--- src/rtl/cfg_frame_loader.sv ---
// Receives sync-framed configuration bytes and writes them into the channel-parameter RAM.
// Optional CFG_LOADER_CHECKSUM_EN holds back the addr-0 start byte until a trailing checksum matches.
module cfg_frame_loader #(
  parameter logic [7:0] SYNC_BYTE   = 8'hA5,
  parameter int         N_BYTES     = 113,
  parameter int         TIMEOUT_CYC = 50000
) (
  input  logic       clk,
  input  logic       rst,
  input  logic [7:0] rx_data,
  input  logic       rx_valid,
  output logic [7:0] w_addr,
  output logic [7:0] wr_data,
  output logic       write,
  output logic       busy,
  output logic       frame_done,
  output logic       frame_err
);

  localparam int AW = $clog2(N_BYTES);
  localparam int TW = $clog2(TIMEOUT_CYC);

`ifdef CFG_LOADER_CHECKSUM_EN
  typedef enum logic [1:0] {IDLE, PAYLOAD, CHECK} state_t;
`else
  typedef enum logic [1:0] {IDLE, PAYLOAD} state_t;
`endif

  state_t          state, state_n;
  logic [AW-1:0]   addr_cnt, addr_cnt_n;
  logic [TW-1:0]   idle_cnt, idle_cnt_n;
  logic [7:0]      w_addr_n, wr_data_n;
  logic            write_n, frame_done_n, frame_err_n;
  logic            timeout_hit;

`ifdef CFG_LOADER_CHECKSUM_EN
  logic [7:0]      sum, sum_n;
  logic [7:0]      held, held_n;
`endif

  assign timeout_hit = (idle_cnt == TW'(TIMEOUT_CYC - 1));
  assign busy        = (state != IDLE);

  always_ff @(posedge clk) begin
    if (rst) begin
      state      <= IDLE;
      addr_cnt   <= '0;
      idle_cnt   <= '0;
      w_addr     <= '0;
      wr_data    <= '0;
      write      <= 1'b1;
      frame_done <= 1'b0;
      frame_err  <= 1'b0;
`ifdef CFG_LOADER_CHECKSUM_EN
      sum        <= '0;
      held       <= '0;
`endif
    end else begin
      state      <= state_n;
      addr_cnt   <= addr_cnt_n;
      idle_cnt   <= idle_cnt_n;
      w_addr     <= w_addr_n;
      wr_data    <= wr_data_n;
      write      <= write_n;
      frame_done <= frame_done_n;
      frame_err  <= frame_err_n;
`ifdef CFG_LOADER_CHECKSUM_EN
      sum        <= sum_n;
      held       <= held_n;
`endif
    end
  end

  // A byte arriving in the expiry cycle takes priority over the timeout.
  always_comb begin
    state_n      = state;
    addr_cnt_n   = addr_cnt;
    idle_cnt_n   = idle_cnt;
    w_addr_n     = w_addr;
    wr_data_n    = wr_data;
    write_n      = 1'b1;
    frame_done_n = 1'b0;
    frame_err_n  = frame_err;
`ifdef CFG_LOADER_CHECKSUM_EN
    sum_n        = sum;
    held_n       = held;
`endif

    case (state)
      IDLE: begin
        if (rx_valid && (rx_data == SYNC_BYTE)) begin
          state_n     = PAYLOAD;
          addr_cnt_n  = AW'(N_BYTES - 1);
          idle_cnt_n  = '0;
          frame_err_n = 1'b0;
`ifdef CFG_LOADER_CHECKSUM_EN
          sum_n       = '0;
`endif
        end
      end

      PAYLOAD: begin
        if (rx_valid) begin
          idle_cnt_n = '0;
          addr_cnt_n = addr_cnt - 1'b1;
`ifdef CFG_LOADER_CHECKSUM_EN
          sum_n      = sum + rx_data;
`endif
          if (addr_cnt == '0) begin
`ifdef CFG_LOADER_CHECKSUM_EN
            held_n       = rx_data;
            state_n      = CHECK;
`else
            w_addr_n     = 8'd0;
            wr_data_n    = rx_data;
            write_n      = 1'b0;
            frame_done_n = 1'b1;
            state_n      = IDLE;
`endif
          end else begin
            w_addr_n  = 8'(addr_cnt);
            wr_data_n = rx_data;
            write_n   = 1'b0;
          end
        end else if (timeout_hit) begin
          state_n     = IDLE;
          frame_err_n = 1'b1;
        end else begin
          idle_cnt_n = idle_cnt + 1'b1;
        end
      end

`ifdef CFG_LOADER_CHECKSUM_EN
      // The start command only reaches the RAM if the whole frame summed correctly.
      CHECK: begin
        if (rx_valid) begin
          idle_cnt_n = '0;
          state_n    = IDLE;
          if (rx_data == sum) begin
            w_addr_n     = 8'd0;
            wr_data_n    = held;
            write_n      = 1'b0;
            frame_done_n = 1'b1;
          end else begin
            frame_err_n = 1'b1;
          end
        end else if (timeout_hit) begin
          state_n     = IDLE;
          frame_err_n = 1'b1;
        end else begin
          idle_cnt_n = idle_cnt + 1'b1;
        end
      end
`endif

      default: state_n = IDLE;
    endcase
  end

endmodule
--- config.mk ---
export PLATFORM = sky130hd
export DESIGN_NAME = cfg_frame_loader
export DESIGN_NICKNAME = d
export VERILOG_FILES = /design/src/rtl/cfg_frame_loader.sv
export SDC_FILE = /design/constraint.sdc
export NUM_CORES = 1
export LEC_CHECK = 0
export BUFFER_PORTS_ARGS = -buffer_cell sky130_fd_sc_hd__buf_2
export CORE_MARGIN = 2
export CORE_UTILIZATION = 59
export DETAILED_ROUTE_END_ITERATION = 8
export MAX_ROUTING_LAYER = met4
export PLACE_DENSITY = 0.87
export SETUP_SLACK_MARGIN = 0.4
export SYNTH_ARGS = -nofsm -noshare
export SYNTH_HDL_FRONTEND = slang
export SYNTH_SLANG_ARGS = --single-unit
export TNS_END_PERCENT = 1
--- constraint.sdc ---
create_clock -name clk -period 4.2 [get_ports clk]
set_clock_uncertainty 0.1 [all_clocks]
set_input_delay 0.84 -clock clk [delete_from_list [all_inputs] [get_ports clk]]
set_output_delay 0.84 -clock clk [all_outputs]
set_load 0.05 [all_outputs]
==> summary.md <==
| Metric | Value |
|---|---|
| Outcome | finished clean |
| Commonest non-fill, non-tap cell in the layout | dfxtp_1 |
| Hold crit path type | reg2reg |
| Fmax | 0.458 GHz |
| Min Tclk post-route | 2.19 ns |
| Post-route DRC | 0 |
| Longest Clk Path Bufs | 2 |
| Worst Path Required | 3.26 ns |
| Initial DRC count | 65 |
| IR drop worst, VDD | 183 uV |
| Routability cong. | 0.841 |
| CTS resizes | 0 |
| Core Area | just over 0.003 mm2 |
| ANT nets after route | 0 |
| Ports | 31 |
| Via count | 1,739 |
| Clock latency on the worst-skew pair | ~0.36 ns |
| Synth cell types | 48 |
| Ys flop type | dfxtp_1 |
| Yosys reg bits | 42 |
| Postcts setup bufs | 0 |
| Crit share post-route | a little over half |
| Final net count | 258 |
| Max-slew violations | 0 |
| Drt pass-1 iters | 4 |
| GRT Residual Overflow | 0 |
| Worst path cell trace | buf_2 |
| Final HPWL DP | 2900 um |
| Clock root cell | clkbuf_4 |
| Mapped Cells | about 220 |
| Synth Cell Area | between 0.0015 and 0.002 mm2 |
| WL final | 4340 um |
| DR vias/cell | roughly 6 |
| Initial Util | 62.8% |
| Synth Net Count | 234 |
| Buf/Inv on CP | 1 |
| Initial antenna violation count | 0 |
| Crit path DAT | between 1 and 1.5 ns |
| Critical path's top delay family | flip-flops |
| Worst path slowest cell | dfxtp_1 |
| Leading area contributor after synthesis | dfxtp_1 |
| Post-synth EDFFs | 0 |
| P per Cell Area | 318 mW/mm2 |
| Synth area leaders | dfxtp_1, nand2_1, a21oi_1 |
| Post-layout util | 70.3% |
| Die Y | 61.2 um |
| Top cell type's share of synthesized area | between 40% and 50% |
| RSZ-0062 raised after global routing | no |
| YS warnings | 0 |
| First-pass GRT wire length | about 7000 um |
| Antenna diode count | 0 |
| Die ar. | 0.00375 mm2 |
| CTS H-Tree Depth | 2 |
| Hold_ws | about 0.36 ns |
| Die width | 61.2 um |
| Leakage power | 0.870 nW |
| Gr usage total | 25.8% |
| Critical Path Source Type | flop |
| Max-cap violations | 0 |
| Number of port buffers | 29 |
| Slowest stage delay, CP | 0.56 ns |
| Final setup violation count | 0 |
| Syn Area/Cell | 8.75 um2 |
| Max_slew headroom | 50.6% |
| Crit Path Max Fanout | 9 |
| Clk sink count | 42 |
| Design Power | 688 uW |
| DR WL/cell | 15.0 um |
| Share of cells above drive strength 1 | a little under a fifth |
| Seq/Total Area, Yosys | 43.5% |
| Row Count | 20 |
| Final setup TNS | 0 ns |
| Post-synth ARST share | 0% |
| Total CTS buffers | 5 |
| Vias in the first global route | 1,579 |
| Critical path type | reg2out |
| # hold bufs at CTS | 0 |
| Pin count of the biggest net entering global routing | 33 |
| Clk slew on worst S/H paths | 0.11 ns |
| Most frequent cells in the layout | dfxtp_1, nand2_1, buf_2 |
| CTS tree | done |
| Layout fillers | ~260 |
| Worst-Margin Slew | 0.739 ns |
| Final Hold Fails | 0 |
| Area Growth Syn to Fin | 11.9% |
| Critical path endpoint category | primary output |
## per-stage QoR
step	std cells	instance area (um2)	setup slack, ns
after floorplan	221	1930	2.13
after global placement	282	2080	1.78
after detailed placement	282	2080	1.72
after CTS	289	2160	2.03
after global routing	289	2160	2.00
final	289	2160	2.01
## cell type report
class / instances / area [um2] / area share [%]
multi-input combinational: 161 / 1010 / 46.9
sequential: 42 / 841 / 38.9
timing repair buffer: 30 / 153 / 7.06
tap: 44 / 55.1 / 2.54
clock buffer: 6 / 51.3 / 2.37
clock inverter: 1 / 30.0 / 1.39
inverter: 5 / 18.8 / 0.868
## synthesized netlist by cell type (2+ instances only)
| cell type | instances |
|---|---|
| dfxtp_1 | 42 |
| nand2_1 | 36 |
| a21oi_1 | 19 |
| nor2_1 | 13 |
| a22o_1 | 8 |
| a31oi_1 | 8 |
| clkbuf_1 | 7 |
| xnor2_1 | 7 |
| and4_1 | 6 |
| nand3_1 | 6 |
| inv_1 | 5 |
| nand4_1 | 5 |
| a211oi_1 | 4 |
| a22oi_1 | 3 |
| a31o_2 | 3 |
| and3_1 | 3 |
| nor3_1 | 3 |
| or3_1 | 3 |
| a311oi_1 | 2 |
| a41o_1 | 2 |
| and3b_1 | 2 |
| and4b_1 | 2 |
| buf_1 | 2 |
| buf_2 | 2 |
| buf_4 | 2 |
| ha_1 | 2 |
| nor2b_1 | 2 |
| o21ai_0 | 2 |
## routing by layer
layer | part of all wire [%] | track usage [%] | vias up | wire length, um
met5 | 0 | - | - | 0
met4 | 2.6 | 13.4 | 0 | 112
met3 | 6.1 | 6.51 | 13 | 264
met2 | 47 | 37.5 | 69 | 2030
met1 | 45 | 32.9 | 806 | 1940
li1 | - | - | 851 | -
## power by group
part / internal, mW / total [mW] / leakage [nW] / switching (mW)
logic: 0.00625 / 0.0203 / 0.488 / 0.0140
clock network: 0.139 / 0.269 / 0.0443 / 0.131
registers: 0.398 / 0.399 / 0.338 / 0.000256
total: 0.543 / 0.688 / 0.870 / 0.145
## flip-flops by register name, indices dropped and copies added, names as in the netlist
signal	cells
w_addr	7
addr_cnt	7
write	1
wr_data	8
idle_cnt	16
frame_done	1
state	1
frame_err	1
## tightest hold or removal path: cells and delay by family (launching register included)
family	cells	cell delay, ns
flip-flops	1	0.32
AND/OR/NAND/NOR	1	0.05
AO/OA/AOI/OAI	1	0.05
## logic make-up after synthesis
family / synth area share, %
buffers and inverters: 4.01
XOR/XNOR: 3.62
AND/OR/NAND/NOR: 25.2
flip-flops: 43.5
AO/OA/AOI/OAI: 22.1
adder cells (fa/ha/maj): 1.29
other: 0.194
## worst paths after layout
path	cells past startpoint	to	slack [ns]	start
worst max-delay path	1	busy	2.01	state[0]$_SDFFE_PP0P_
worst min-delay path	2	w_addr[5]$_SDFFE_PP0P_	0.36	w_addr[5]$_SDFFE_PP0P_
worst max register to register	5	idle_cnt[7]$_SDFFE_PP0P_	2.13	idle_cnt[0]$_SDFFE_PP0P_
worst min register to register	2	w_addr[5]$_SDFFE_PP0P_	0.36	w_addr[5]$_SDFFE_PP0P_
Note: power is estimated with default switching activity, not from simulation.
